`config.mk`:
```
export PLATFORM = sky130hd
export DESIGN_NAME = empty_ptr_fifo
export DESIGN_NICKNAME = d
export VERILOG_FILES = /design/src/rtl/empty_ptr_fifo.sv
export SDC_FILE = /design/constraint.sdc
export NUM_CORES = 2
export LEC_CHECK = 0
export ABC_AREA = 0
export CORE_ASPECT_RATIO = 0.5
export CORE_MARGIN = 5
export CORE_UTILIZATION = 55
export CTS_BUF_LIST = sky130_fd_sc_hd__clkbuf_8
export CTS_CLUSTER_DIAMETER = 80
export DETAILED_ROUTE_END_ITERATION = 7
export PLACE_DENSITY_LB_ADDON = 0.05
export SLEW_MARGIN = 20
export SYNTH_ARGS = -nofsm -noshare
export SYNTH_HDL_FRONTEND = slang
export SYNTH_SLANG_ARGS = --single-unit
export TNS_END_PERCENT = 10
```
`constraint.sdc`:
```
create_clock -name clk_i -period 4.4 [get_ports clk_i]
set_input_delay 0.44 -clock clk_i [delete_from_list [all_inputs] [get_ports clk_i]]
set_output_delay 0.44 -clock clk_i [all_outputs]
set_load 0.05 [all_outputs]
```
`src/rtl/empty_ptr_fifo.sv`:
```
// Free-pointer pool: a circular FIFO preloaded with pointers 0..INIT_CNT-1.
// Consumers take the show-ahead head with an ack. Producers return freed
// pointers with an add strobe. Dropped adds and unmatched acks raise sticky
// error flags, which clear only on reset or reinit.
module empty_ptr_fifo #(
    parameter int A_WIDTH  = 8,
    parameter int INIT_CNT = 2**A_WIDTH
) (
    input  logic               clk_i,
    input  logic               rst_n_i,
    input  logic               reinit_i,
    input  logic [A_WIDTH-1:0] add_empty_ptr_i,
    input  logic               add_empty_ptr_en_i,
    input  logic               next_empty_ptr_rd_ack_i,
    output logic [A_WIDTH-1:0] next_empty_ptr_o,
    output logic               next_empty_ptr_val_o,
    output logic [A_WIDTH:0]   empty_ptr_cnt_o,
    output logic               init_done_o,
    output logic               add_err_o,
    output logic               rd_err_o
);

    localparam int               DEPTH       = 2**A_WIDTH;
    localparam logic [A_WIDTH:0] C_DEPTH     = (A_WIDTH+1)'(DEPTH);
    localparam logic [A_WIDTH:0] C_INIT_LAST = (A_WIDTH+1)'(INIT_CNT - 1);

    typedef enum logic {ST_INIT, ST_RUN} state_t;

    state_t             r_state, w_state_nxt;
    logic [A_WIDTH-1:0] r_mem [DEPTH];
    logic [A_WIDTH-1:0] r_rd_ptr, r_wr_ptr;
    logic [A_WIDTH:0]   r_cnt, w_cnt_nxt;
    logic [A_WIDTH:0]   r_init_cnt;
    logic               r_add_err, r_rd_err;
    logic               w_pop, w_push, w_wr_en;
    logic [A_WIDTH-1:0] w_wr_data;

    // State register
    always_ff @(posedge clk_i or negedge rst_n_i) begin
        if (!rst_n_i) r_state <= ST_INIT;
        else          r_state <= w_state_nxt;
    end

    // Next state: reinit always returns to INIT; INIT leaves on its last preload write
    always_comb begin
        w_state_nxt = r_state;
        if (reinit_i)
            w_state_nxt = ST_INIT;
        else if (r_state == ST_INIT && r_init_cnt == C_INIT_LAST)
            w_state_nxt = ST_RUN;
    end

    // Outputs: head is shown only when valid so the bus reads 0 otherwise
    always_comb begin
        init_done_o          = (r_state == ST_RUN);
        next_empty_ptr_val_o = init_done_o && (r_cnt != '0);
        next_empty_ptr_o     = next_empty_ptr_val_o ? r_mem[r_rd_ptr] : '0;
        empty_ptr_cnt_o      = r_cnt;
        add_err_o            = r_add_err;
        rd_err_o             = r_rd_err;
    end

    // Push/pop decode; a full pool still accepts an add when a pop frees a slot
    always_comb begin
        w_pop     = next_empty_ptr_rd_ack_i && next_empty_ptr_val_o;
        w_push    = (r_state == ST_RUN) && add_empty_ptr_en_i && ((r_cnt != C_DEPTH) || w_pop);
        w_wr_en   = !reinit_i && ((r_state == ST_INIT) || w_push);
        w_wr_data = (r_state == ST_INIT) ? r_init_cnt[A_WIDTH-1:0] : add_empty_ptr_i;
        w_cnt_nxt = r_cnt;
        if (r_state == ST_INIT)
            w_cnt_nxt = r_cnt + (A_WIDTH+1)'(1);
        else if (w_push && !w_pop)
            w_cnt_nxt = r_cnt + (A_WIDTH+1)'(1);
        else if (w_pop && !w_push)
            w_cnt_nxt = r_cnt - (A_WIDTH+1)'(1);
    end

    // Storage array; contents are don't-care until written, so no reset
    always_ff @(posedge clk_i) begin
        if (w_wr_en) r_mem[r_wr_ptr] <= w_wr_data;
    end

    // Pointers, occupancy, preload counter and sticky error flags
    always_ff @(posedge clk_i or negedge rst_n_i) begin
        if (!rst_n_i) begin
            r_rd_ptr   <= '0;
            r_wr_ptr   <= '0;
            r_cnt      <= '0;
            r_init_cnt <= '0;
            r_add_err  <= 1'b0;
            r_rd_err   <= 1'b0;
        end else if (reinit_i) begin
            r_rd_ptr   <= '0;
            r_wr_ptr   <= '0;
            r_cnt      <= '0;
            r_init_cnt <= '0;
            r_add_err  <= 1'b0;
            r_rd_err   <= 1'b0;
        end else begin
            if (w_wr_en) r_wr_ptr <= r_wr_ptr + A_WIDTH'(1);
            if (w_pop)   r_rd_ptr <= r_rd_ptr + A_WIDTH'(1);
            if (r_state == ST_INIT) r_init_cnt <= r_init_cnt + (A_WIDTH+1)'(1);
            r_cnt <= w_cnt_nxt;
            if (add_empty_ptr_en_i && !w_push)
                r_add_err <= 1'b1;
            if (r_state == ST_RUN && next_empty_ptr_rd_ack_i && !next_empty_ptr_val_o)
                r_rd_err <= 1'b1;
        end
    end

endmodule
```
==> run metrics <==
switching power share of the total 21.55%; area of the multi-input gates 19120 sq um; number of slew-limit violations in the final report 0; Final setup viols 8; violations in the final reports negative setup slack; overall power consumption 0.03605 W; post-synthesis register bit count 2085; share of synthesized area occupied by flip-flops and latches 76.30%; Critical Path Start Type flop; setup repair after global routing missed its margin true; insertion delay of the later-clocked pin in the worst-skew pair 0.90 ns; number of nets still failing antenna checks after routing 0; Post-Synthesis Cell Area 81820 sq um; via count of the first global-routing pass 43.59k; count of TritonRoute iterations in the first routing pass 6; Reg area 62440 sq um; instance area at placement 86100 sq um; GPL Wtd Cong 0.9231; number of inserted filler cells in the final layout 10.28k; share of power burned in registers 60.2%; distinct cell type count of the synthesized netlist 67; routed via count 43.62k; antenna violations before repair 6; die height 282.7 microns; average size of a mapped cell 20.32 sq um; global route total overflow 0; # port buffers 33; Root Driver clkbuf_8; Clock Skews 0.03852 ns; final non-filler cell area 93650 sq um; number of maximum-capacitance constraint violations 0; detail-routed via count per cell 6.508; type of element capturing the critical path output pin; final critical-path required period 4.500 ns; Crit Path Category reg -> out; Clk pwr share 38.4%; combinational power share 1.3%; final routed DRC violation total 0; Inserted Clock Buffers 295; Clock Tree Buf Depth 4; number of endpoints with negative hold slack in the final report 0; area of the core region 148300 sq um; highest clock frequency the design can meet 222.2 MHz; Final Cycle Share 102.3%; nets@finish 4514; crit-path cells clkinv_1 -> nand2_1 -> nor4b_1 -> buf_4 -> nor4_4 -> buf_4 -> a21o_4 -> buf_12; switching power 0.007770 W; slack of the critical path -0.09972 ns; post-detail-place hpwl 143100 microns; clock transition at the registers of the reported paths 0.07 ns; Area growth, synth to finish 14.47%; Crit path top cell by count buf_4; PD cells 385.0 nW/um^2; combined global-route utilization of all metal layers 29.55%; transition time at the pin with the least slew margin 1.252 ns; Row Count 100; largest stage delay on the critical path 0.70 ns; type of the tightest min-delay check in -> reg; Fin Hold WS 0.1414 ns; worst-path fanout max 10; signal arrival time at the worst endpoint 4.06 ns; Slew Limit Headroom 16.54%; width of the chip 555.5 microns; cell with the largest stage delay on the worst path dfrtp_1; clock tree from TritonCTS done; Gate Count Post-Synth 4026; number of flops mapped to enable cells by yosys 2048; maximum number of pins on one net before global-route repair 134; internal power 0.02828 W; Async SR Flop Fraction 1.775%; IR Drop Worst-Case VDD 242.0 uV; Synth Flop Type edfxtp_1; number of warnings reported in the yosys synthesis log 0; number of design-rule violations left by the first detailed-router iteration 5929; number of clock sinks 2085; number of levels in the clock H-tree 5; initial core utilization 55.18%; top-level port count 34; net count after synthesis 4049; DIE AREA 157000 sq um; WL final 230200 microns; average detailed-routed wire length per instance 34.35 microns; result of the run finished, violations left; leakage power figure 29.70 nW; fraction of layout instances using a drive strength above 1 28.79%; global-route wire length before repair 327800 microns; endpoint required time on the critical path 3.96 ns
[registers in the layout, summed over array words and instances, names as in the netlist]
signal / flops
r_mem: 2048
empty_ptr_cnt_o: 9
r_init_cnt: 9
r_rd_ptr: 8
r_wr_ptr: 8
add_err_o: 1
init_done_o: 1
rd_err_o: 1
[timing repair]
item | 4_1_cts | 5_1_grt
gates cloned | 14 | 1
pin swaps | 34 | 13
setup buffers | 62 | 9
hold buffers | 1 | 0
hold endpoints to repair | 37 | 0
endpoints found under the setup margin | 8 | 8
gates resized for setup | 249 | 24
[per-stage QoR]
step	TNS (ns)	util, %	std cells	setup slack (ns)
3_3_place_gp	-0.6375	58.05	6099	-0.3231
5_1_grt	-1.301	63.16	6701	-0.1849
6_report	-0.5595	63.17	6702	-0.09972
4_1_cts	-0.4737	63.02	6689	-0.08976
2_1_floorplan	0	-	4026	0.6001
3_5_place_dp	0	58.07	6099	0.01695
[cell usage in the layout (no fill, tap or decap), types with 17 or more instances in the layout]
| master | n |
|---|---|
| nor2_1 | 289 |
| dfrtp_1 | 32 |
| clkbuf_8 | 300 |
| buf_12 | 40 |
| o21ai_0 | 31 |
| a22oi_1 | 39 |
| buf_4 | 270 |
| inv_1 | 118 |
| nor3_1 | 22 |
| buf_16 | 25 |
| mux4_2 | 444 |
| nor2b_1 | 23 |
| a221oi_1 | 29 |
| clkinv_2 | 31 |
| clkinv_1 | 58 |
| a211oi_1 | 22 |
| edfxtp_1 | 2048 |
| o22ai_1 | 20 |
| clkdlybuf4s50_1 | 23 |
| nand2_1 | 137 |
| a21oi_1 | 65 |
| buf_6 | 26 |
| nand3_1 | 30 |
| mux2i_1 | 214 |
| mux2i_2 | 18 |
| nor2_2 | 17 |
[area by class of cell]
type	count	share of cell area [%]
well taps	1989	2.657
repair buffers	400	4.695
clock buffers	300	4.409
clock inverters	216	1.065
multi-input cells	1694	20.42
flip-flops and latches	2085	66.67
inverters	15	0.07749
diodes	3	0.008016
[path summary, 6_finish.rpt]
check | cells past startpoint | to | from | slack, ns
setup / recovery | 8 | next_empty_ptr_o[1] | r_rd_ptr[5] | -0.1
min in group asynchronous | 3 | r_init_cnt[4] | rst_n_i | 0.19
hold / removal | 3 | r_rd_ptr[5] | reinit_i | 0.14
setup reg to reg | 9 | r_mem[107][0] | empty_ptr_cnt_o[0] | 0.65
hold reg to reg | 2 | add_err_o | add_err_o | 0.51
max in group asynchronous | 3 | r_rd_ptr[3] | rst_n_i | 3.72
[cells in the mapped netlist (35+ instances only)]
master	number	area, sq um
a211oi_1	35	262.8
a21oi_1	75	375.4
a221oi_1	45	394.1
a22oi_1	41	307.8
buf_2	43	215.2
buf_6	37	416.7
clkbuf_1	88	330.3
dfrtp_1	37	925.9
edfxtp_1	2048	61500
mux2i_1	243	2432
mux4_2	444	10000
nand2_1	144	540.5
nor2_1	299	1122
o21ai_0	52	260.3
[per-layer routing]
metal  track usage, %  up-vias  share of wire (%)
met2            42.27     2560                 44
met3            8.620      371                 12
met5                0        -              0.020
met4            8.129        4                2.7
li1                 -    17550                  -
met1            45.11    23130                 41
[cells by family after synthesis]
family	Yosys count	share of synthesized area, %
AOI/OAI and AO/OA	355	2.971
xor gates and xnor gates	26	0.2783
adders and majority gates	10	0.1529
buffers and inverters	247	1.714
DFF	2085	76.30
muxes	697	15.33
and+or+nand+nor	606	3.253
[critical path, delay by kind of cell, from the launching register on]
kind | cells | cell delay [ns]
compound gates | 1 | 0.13
buf+inv | 4 | 0.88
flops | 1 | 0.70
simple gates | 3 | 1.42
[power groups by stage]
stage	registers [W]	clock network (W)	logic [W]
5_1_grt	0.0217	0.0150	0.000501
4_1_cts	0.0217	0.0141	0.000472
2_1_floorplan	0.0222	0	0.000180
3_3_place_gp	0.0221	0	0.000447
3_5_place_dp	0.0221	0	0.000467
6_report	0.0217	0.0139	0.000482
Note: power is estimated with default switching activity, not from simulation.
